## config.mk

```make
export PLATFORM = sky130hd
export DESIGN_NAME = md_issue_ctrl
export DESIGN_NICKNAME = d
export VERILOG_FILES = /design/src/rtl/md_pkg.sv /design/src/rtl/md_lat_tracker.sv /design/src/rtl/md_issue_ctrl.sv
export SDC_FILE = /design/constraint.sdc
export NUM_CORES = 1
export LEC_CHECK = 0
export CORE_AREA = 2 2 63 65
export DETAILED_ROUTE_END_ITERATION = 12
export DIE_AREA = 0 0 65 67
export MAX_ROUTING_LAYER = met4
export PLACE_DENSITY = 0.77
export SLEW_MARGIN = 25
export SYNTH_ARGS = -nofsm -noshare
export SYNTH_HDL_FRONTEND = slang
export SYNTH_HIERARCHICAL = 1
export SYNTH_SLANG_ARGS = --single-unit
```

## constraint.sdc

```tcl
create_clock -name clk -period 2.6 [get_ports clk]
set_input_delay 0.52 -clock clk [delete_from_list [all_inputs] [get_ports clk]]
set_output_delay 0.52 -clock clk [all_outputs]
set_load 0.05 [all_outputs]
```

## src/rtl/md_pkg.sv

```systemverilog
// Shared definitions for the multiply/divide unit and its E-stage initiator.
// Op codes match the MD unit's own decoder; latency defaults describe the
// number of cycles the unit holds Busy after the Start edge.
package md_pkg;

    typedef enum logic [3:0] {
        MU_MULT  = 4'd0,
        MU_MULTU = 4'd1,
        MU_DIV   = 4'd2,
        MU_DIVU  = 4'd3,
        MU_MTHI  = 4'd4,
        MU_MTLO  = 4'd5,
        MU_MFHI  = 4'd6,
        MU_MFLO  = 4'd7,
        MU_NONE  = 4'd8
    } mu_op_e;

    localparam int unsigned MD_MULT_LAT = 5;
    localparam int unsigned MD_DIV_LAT  = 10;
    localparam int unsigned MD_CNT_W    = 4;

    typedef enum logic {
        LAT_IDLE,
        LAT_BUSY
    } lat_state_e;

    // Ops that launch a multi-cycle computation in the unit.
    function automatic logic is_md_start_op(input logic [3:0] op);
        return (op == MU_MULT) || (op == MU_MULTU) || (op == MU_DIV) || (op == MU_DIVU);
    endfunction

    function automatic logic is_div_op(input logic [3:0] op);
        return (op == MU_DIV) || (op == MU_DIVU);
    endfunction

endpackage

```

## src/rtl/md_lat_tracker.sv

```systemverilog
// Shadow of the MD unit's busy window. Loads the expected latency on each
// Start, counts it down while the unit reports Busy, and raises a sticky
// lat_err on an early Busy drop, a Busy overrun, or Busy while idle.
// Everything freezes while req is high, mirroring the unit itself.
//   clk, reset   clock, synchronous active-high reset
//   req          exception/interrupt request (freeze)
//   md_start     Start pulse being issued this cycle
//   e_md_op      E-stage op, selects the latency to load
//   md_busy      unit Busy
//   lat_err      sticky mismatch flag
module md_lat_tracker
    import md_pkg::*;
#(
    parameter int unsigned MULT_LAT = MD_MULT_LAT,
    parameter int unsigned DIV_LAT  = MD_DIV_LAT,
    parameter int unsigned CNT_W    = MD_CNT_W
) (
    input  logic       clk,
    input  logic       reset,
    input  logic       req,
    input  logic       md_start,
    input  logic [3:0] e_md_op,
    input  logic       md_busy,
    output logic       lat_err
);

    lat_state_e       state, state_n;
    logic [CNT_W-1:0] lat_cnt, lat_cnt_n;
    logic             lat_err_n;
    logic [CNT_W-1:0] lat_load;

    assign lat_load = is_div_op(e_md_op) ? CNT_W'(DIV_LAT) : CNT_W'(MULT_LAT);

    always_ff @(posedge clk) begin
        if (reset) begin
            state   <= LAT_IDLE;
            lat_cnt <= '0;
            lat_err <= 1'b0;
        end else begin
            state   <= state_n;
            lat_cnt <= lat_cnt_n;
            lat_err <= lat_err_n;
        end
    end

    always_comb begin
        state_n   = state;
        lat_cnt_n = lat_cnt;
        lat_err_n = lat_err;
        unique case (state)
            LAT_IDLE: begin
                if (!req && md_busy) begin
                    lat_err_n = 1'b1;
                end
                if (md_start) begin
                    state_n   = LAT_BUSY;
                    lat_cnt_n = lat_load;
                end
            end
            LAT_BUSY: begin
                if (!req) begin
                    if (md_busy) begin
                        if (lat_cnt != '0) begin
                            lat_cnt_n = lat_cnt - CNT_W'(1);
                        end else begin
                            lat_err_n = 1'b1;
                        end
                    end else begin
                        // Busy gone: window ends whether or not the count
                        // ran out; a non-zero count means the unit dropped early.
                        if (lat_cnt != '0) begin
                            lat_err_n = 1'b1;
                        end
                        if (md_start) begin
                            lat_cnt_n = lat_load;
                        end else begin
                            state_n   = LAT_IDLE;
                            lat_cnt_n = '0;
                        end
                    end
                end
            end
            default: begin
                state_n   = LAT_IDLE;
                lat_cnt_n = '0;
            end
        endcase
    end

endmodule

```

## src/rtl/md_issue_ctrl.sv

```systemverilog
// E-stage initiator for the multiply/divide unit. Issues Start and the op
// code, holds off issue during an exception request, stalls D-stage MD-class
// instructions while the unit is busy, returns HI/LO for mfhi/mflo, and
// watches the unit's busy window for latency/protocol mismatches.
//   clk, reset   clock, synchronous active-high reset
//   e_valid      E-stage instruction valid
//   e_md_op      E-stage MD op code (md_pkg::mu_op_e values)
//   d_md_use     D-stage instruction is an MD-class op
//   req          exception/interrupt request
//   md_busy      unit Busy
//   md_hi/md_lo  unit HI/LO
//   md_start     Start to unit
//   md_op        op to unit, MU_NONE when invalid or under req
//   stall_d      freeze F/D, bubble E
//   e_mdout      mfhi/mflo result to E-stage result mux
//   lat_err      sticky latency/protocol mismatch
module md_issue_ctrl
    import md_pkg::*;
#(
    parameter int unsigned MULT_LAT = MD_MULT_LAT,
    parameter int unsigned DIV_LAT  = MD_DIV_LAT,
    parameter int unsigned CNT_W    = MD_CNT_W
) (
    input  logic        clk,
    input  logic        reset,
    input  logic        e_valid,
    input  logic [3:0]  e_md_op,
    input  logic        d_md_use,
    input  logic        req,
    input  logic        md_busy,
    input  logic [31:0] md_hi,
    input  logic [31:0] md_lo,
    output logic        md_start,
    output logic [3:0]  md_op,
    output logic        stall_d,
    output logic [31:0] e_mdout,
    output logic        lat_err
);

    if ((MULT_LAT > (2 ** CNT_W) - 1) || (DIV_LAT > (2 ** CNT_W) - 1)) begin : g_lat_chk
        $error("md_issue_ctrl: latency does not fit in CNT_W bits");
    end

    logic issue_ok;

    assign issue_ok = e_valid && !req;
    assign md_start = issue_ok && !md_busy && is_md_start_op(e_md_op) && !reset;
    assign md_op    = issue_ok ? e_md_op : 4'(MU_NONE);
    assign stall_d  = d_md_use && (md_start || md_busy);

    always_comb begin
        e_mdout = '0;
        if (e_md_op == 4'(MU_MFHI)) begin
            e_mdout = md_hi;
        end else if (e_md_op == 4'(MU_MFLO)) begin
            e_mdout = md_lo;
        end
    end

    md_lat_tracker #(
        .MULT_LAT (MULT_LAT),
        .DIV_LAT  (DIV_LAT),
        .CNT_W    (CNT_W)
    ) u_lat_tracker (
        .clk      (clk),
        .reset    (reset),
        .req      (req),
        .md_start (md_start),
        .e_md_op  (e_md_op),
        .md_busy  (md_busy),
        .lat_err  (lat_err)
    );

endmodule

```

**Yosys cells after proc, flatten, opt, wreduce, memory -nomap -nowiden**

Cells that the tools add are included.

- Add/sub/neg operators: 1
- Bitwise operators: 1
- Mux-type cells: 20
- Reductions and logical operators: 18
- Equality and inequality tests: 11

Operators with widths:

| kind | count |
|---|---|
| two-way mux 32 bit | 2 |
| two-way mux 4 bit | 7 |
| != test 3 bit (second input constant) | 3 |
| == test 4 x 2 -> 1 bit (second input constant) | 2 |
| == test 4 x 3 -> 1 bit (second input constant) | 2 |
| two-way mux 1 bit | 8 |
| one-hot mux 4 bit (2 select lines) | 1 |
| logical AND 1 bit | 6 |
| logical OR 1 bit | 5 |
| == test 4 x 1 -> 1 bit (second input constant) | 1 |
| logical NOT 4 bit | 1 |
| != test 2 bit (second input constant) | 2 |
| one-hot mux 1 bit (2 select lines) | 2 |
| AND reduction 4 bit | 1 |
| nonzero test 4 bit | 1 |
| subtractor 4 x 1 -> 4 bit (second input constant) | 1 |
| logical NOT 1 bit | 3 |
| AND reduction 3 bit | 1 |
| != test 2 x 1 -> 1 bit (second input constant) | 1 |
| NOT 1 bit | 1 |

- Input bits: 74
- Flip-flop bits (word level): 6
- Word-level logic and storage cells: 54
- Output and inout port bits: 39

**Logic depth before layout (Yosys ltp)**

Gate-level depths: netlist (run 1).

- Depth in word-level cells: 10
- Depth in mapped cells: 6
- Gate-level depth less buffers: 6

**Hierarchy**

The synthesis (run 1) kept the hierarchy.

Modules (own cells, without submodules):

| module | instances | sequential area each (um^2) | cells each | area an instance (um^2) |
|---|---|---|---|---|
| md_issue_ctrl | 1 | 0.0 | 51 | 452.9 |
| md_lat_tracker | 1 | 120.1 | 47 | 420.4 |

**Least setup slack after synthesis (run 1)**

Ideal clock, no wire load.

- Kind: input-to-reg
- From: input e_md_op[3]
- To: register u_lat_tracker.lat_cnt[0]
- Slack: -1.408 ns
- Arrival time: 3.939 ns
- Cell stages on the path: 6
- Cells stage by stage: or3b_1 nor4_1 inv_1 o22a_4 a221o_1 a21oi_1

- Cells in the longest elaborated chain, start to end: 10
- Elaborated cells between the ends (all ways): 18
- Those cells by class: 4 x eq/ne; 6 x mux; 8 x reduce/logical

RTL lines:

| item | line | source |
|---|---|---|
| start, declared | md_issue_ctrl.sv:27 | `input logic [3:0] e_md_op,` |
| == test 4 x 1 -> 1 bit / logical NOT 4 bit (equally long branches) | md_pkg.sv:29 | `return (op == MU_MULT) \|\| (op == MU_MULTU) \|\| (op == MU_DIV) \|\| (op == MU_DIVU);` |
| logical OR 1 bit (2 in series) | md_pkg.sv:29 |  |
| logical OR 1 bit (*) | md_pkg.sv:29 |  |
| logical AND 1 bit (*) (2 in series) | md_issue_ctrl.sv:47 | `assign md_start = issue_ok && !md_busy && is_md_start_op(e_md_op) && !reset;` |
| net md_start | md_issue_ctrl.sv:33 | `output logic md_start,` |
| two-way mux 4 bit | md_lat_tracker.sv:74 | `if (md_start) begin` |
| two-way mux 4 bit | md_lat_tracker.sv:62 | `if (md_busy) begin` |
| two-way mux 4 bit | md_lat_tracker.sv:61 | `if (!req) begin` |
| one-hot mux 4 bit (2 select lines) | md_lat_tracker.sv:50 | `unique case (state)` |
| end signal, assigned | md_lat_tracker.sv:41 | `lat_cnt <= lat_cnt_n;` |
| end, declared | md_lat_tracker.sv:28 | `logic [CNT_W-1:0] lat_cnt, lat_cnt_n;` |

The timed path passes the listed nets; every way through them passes the cells marked *. The select of a mux whose other input is x is not followed.
A chain may end at the register's enable or synchronous reset.

**Worst setup path in the final report (run 1)**

- From: input e_valid
- To: output md_start

- Cells in the longest elaborated chain, start to end: 4

RTL lines:

| item | line | source |
|---|---|---|
| start, declared | md_issue_ctrl.sv:26 | `input logic e_valid,` |
| logical AND 1 bit | md_issue_ctrl.sv:46 | `assign issue_ok = e_valid && !req;` |
| logical AND 1 bit (3 in series) | md_issue_ctrl.sv:47 |  |
| end, declared | md_issue_ctrl.sv:33 |  |

Every way passes these cells.

==> summary by stage, run 1 <==
Clock network
The later pin in the worst-skew pair is clocked with a latency of 0.22 ns. TritonCTS built the clock tree. In this run the deepest clock path goes through 2 buffers. The post-CTS clock slew at the launch and capture registers of the worst setup and hold paths is 0.03 ns. The clock sink count is 6. The total CTS buffers is 3.

The CTS H-tree depth is 1. Buffers inserted to repair hold after CTS numbered 0. The tree is rooted in a sky130_fd_sc_hd__clkbuf_8.

Logic synthesis
The number of nets in the synthesized netlist is 173. The mean instance size in the synthesized netlist is 8.91 um2. The number of instances in the synthesized netlist is 98. Of the synthesized area, sequential elements account for 13.8%. The count of flip-flops with a built-in enable after synthesis is 0.

The count of state elements after synthesis is 6. The Yosys step of the flow raised 6 warnings. In the synthesized netlist the async set-or-reset flop fraction comes to 0%. The count of distinct cell types in the synthesized netlist is 33.

The leading register cell type out of synthesis is sky130_fd_sc_hd__dfxtp_1. Summing every instance area after synthesis gives 873 um2.

Critical path
The arrival time at the worst endpoint is 2.01 ns. At the worst endpoint, the required time is 2.08 ns. The critical path endpoint category is an output pin. The maximum fanout along the worst path is 3. The slowest cell on the critical path is sky130_fd_sc_hd__clkdlybuf4s50_1. The worst setup path is launched from an input port. Traced cell by cell, the critical path runs through clkdlybuf4s50_1 -> or3b_4 -> nor4_4 -> buf_4 -> buf_12. In this design, the stage delay of the slowest critical-path cell is 0.47 ns. The worst setup path is of the in -> out kind.

Routing
The detail route stage leaves a number of antenna-violating nets equal to 0. The total routed wirelength is 4350 um. The number of detailed-routing iterations run before antenna repair is 6.

Using the TritonRoute via totals, the vias-per-cell ratio works out to 4.97. After detailed routing, the average wire length per cell comes to 16.8 um. The vias after detailed routing is 1287. The DRC marker count from the first detailed-route iteration is 79. After detailed routing, the number of remaining DRC violations is 0.

Finish
The area occupied by multi-input gates is 643 um2. The core utilization of the finished layout is 68.3%. The share of final-layout standard cells stronger than drive strength 1 is 27.0%. The number of antenna diodes in the final layout is 0. The total number of nets in the final design is 288.

In the layout the commonest cells are 72 x sky130_fd_sc_hd__clkdlybuf4s50_1, 39 x sky130_fd_sc_hd__buf_12, 32 x sky130_fd_sc_hd__a22o_1, 7 x sky130_fd_sc_hd__buf_4, 6 x sky130_fd_sc_hd__dfxtp_1. After filler insertion, the fill cell instance count of the layout stands at 271. The sequential cell area in the final layout is 120 um2. Compared with the post-synthesis result, the final layout area differs by 182%. The most common cell after layout, fill and taps aside is sky130_fd_sc_hd__clkdlybuf4s50_1.

Floorplan
The x dimension of the die is 65 um. The cell row count is 22. The area of the placeable core is 3610 um2. Measured along the y axis, the die boundary spans 67 um.

The initial utilization of the core area, before any placement, comes to 24.2%. During I/O placement, the number of pins put on the boundary was 113. The total die area is 4360 um2.

Placed design
The global placement routability congestion is 0.986. The pre-CTS worst setup slack is 0.0522 ns. Buffers placed on the I/O ports in this run total 112.

The total half-perimeter wirelength after legalization and detailed placement is 3660 um.

Timing
The worst path in the final design needs a cycle of 2.53 ns, including I/O delays and setup. Setup repair after global routing left no endpoint under its margin. Based on the critical path, the design can be clocked at up to 396 MHz. The relative slew slack is 67.4%. The smallest setup slack after layout is 0.0746 ns. The count of endpoints failing setup in the final report is 0.

Final hold analysis gives a worst-case slack of 0.466 ns. The setup TNS is 0 ns. The number of hold violations in the final report was 0. The clock tree skew after final layout is 0.00132 ns. The final worst-path cycle share is 97.1%. The count of pins over their slew limit is 0. At the pin with the least slew margin, the transition time is 0.488 ns.

Global route
The number of antenna violations at the first check in global routing is 0. The total overflow left after global routing is 0. The largest net degree at the start of global routing is 33. The wire length of the first global-routing pass is 6180 um.

In the global route stage, overall resource usage came out at 19.2%. The via count of the first global-routing pass is 1150.

Job
The tool flagged a number of max-cap violations equal to 0.

Worst hold path
The path class of the lowest-slack min-delay path is reg -> reg.

Outcome
The flow ran to the end, and the final reports show no timing, DRC or antenna violations.

Power and ir drop
Across the VDD grid, the largest voltage drop is 0.312 mV. The areal power density over the cells is 234 nW/um2. The overall power after layout is 0.576 mW. The leakage power of the design is 0.963 nW.
-- logic make-up after synthesis --
logic type	share of synthesized area, %
flops	13.8
compound gates	48.0
simple gates	19.2
buf+inv	14.6
fa+ha+maj	1.43
xor+xnor	3.01
-- critical path: cells and delay by family --
kind | cells | cell delay, ns
simple gates | 2 | 0.70
buf+inv | 3 | 0.77
-- metal layers --
metal	GRT usage [%]	wire length [um]
met5	-	0
met4	7.98	65
met3	5.74	482
met2	32.0	2230
met1	21.5	1570
-- power by group --
group          total [mW]  internal [mW]  switching, mW
sequential         0.0972         0.0952        0.00202
clock               0.136         0.0992         0.0372
combinational       0.342          0.200          0.142
total               0.576          0.394          0.182
-- registers in the layout (all words and copies together), names as in the netlist --
register	flops
u_lat_tracker/lat_cnt	4
u_lat_tracker/lat_err	1
u_lat_tracker/state	1
-- stage by stage --
step | std cells | area, um2
3_3_place_gp | 255 | 2410
5_1_grt | 259 | 2460
2_1_floorplan | 98 | 891
3_5_place_dp | 255 | 2410
4_1_cts | 258 | 2450
6_report | 259 | 2460
-- what timing repair did --
item	4_1_cts	5_1_grt
resized for setup	0	2
setup buffers	0	1
endpoints found under the setup margin	0	1
-- cells in the mapped netlist (all sizes together) (2+ instances only) --
| cell | count | area share, % |
|---|---|---|
| inv | 5 | 2.1 |
| dfxtp | 6 | 14 |
| xor2 | 2 | 2.0 |
| nand2 | 2 | 0.86 |
| nand2b | 3 | 2.4 |
| nor3 | 2 | 1.1 |
| o21ai | 2 | 1.1 |
| nor2b | 2 | 1.4 |
| or3b | 2 | 2.3 |
| nor2 | 2 | 0.86 |
| a221o | 2 | 2.3 |
| o221ai | 2 | 2.0 |
| a22o | 32 | 32 |
| nand3 | 2 | 1.1 |
| a21oi | 5 | 2.9 |
| a311oi | 2 | 2.0 |
| buf | 10 | 12 |
| and2 | 3 | 2.1 |
| and4bb | 2 | 3.3 |
-- area by class of cell --
class / instances / share of cell area [%]
clock buffers: 3 / 1.68
inverters: 5 / 0.762
multi-input cells: 77 / 26.1
flip-flops and latches: 6 / 4.88
well taps: 48 / 2.44
repair buffers: 120 / 64.1
-- final timing paths --
check                                         startpoint                        to  slack (ns)  depth (start not counted)
worst max-delay path                             e_valid                  md_start        0.07                          5
worst min-delay path               u_lat_tracker/lat_err     u_lat_tracker/lat_err        0.47                          2
worst max register to register  u_lat_tracker/lat_cnt[0]  u_lat_tracker/lat_cnt[0]        1.03                          6
worst min register to register     u_lat_tracker/lat_err     u_lat_tracker/lat_err        0.47                          2
Note: power is estimated with default switching activity, not from simulation.
==> run 2, diff against run 1 <==
- CTS_CLUSTER_DIAMETER: not set -> 80
==> results of run 2 <==
Same layout as run 1: the final DEF is identical, and so are final timing and power.
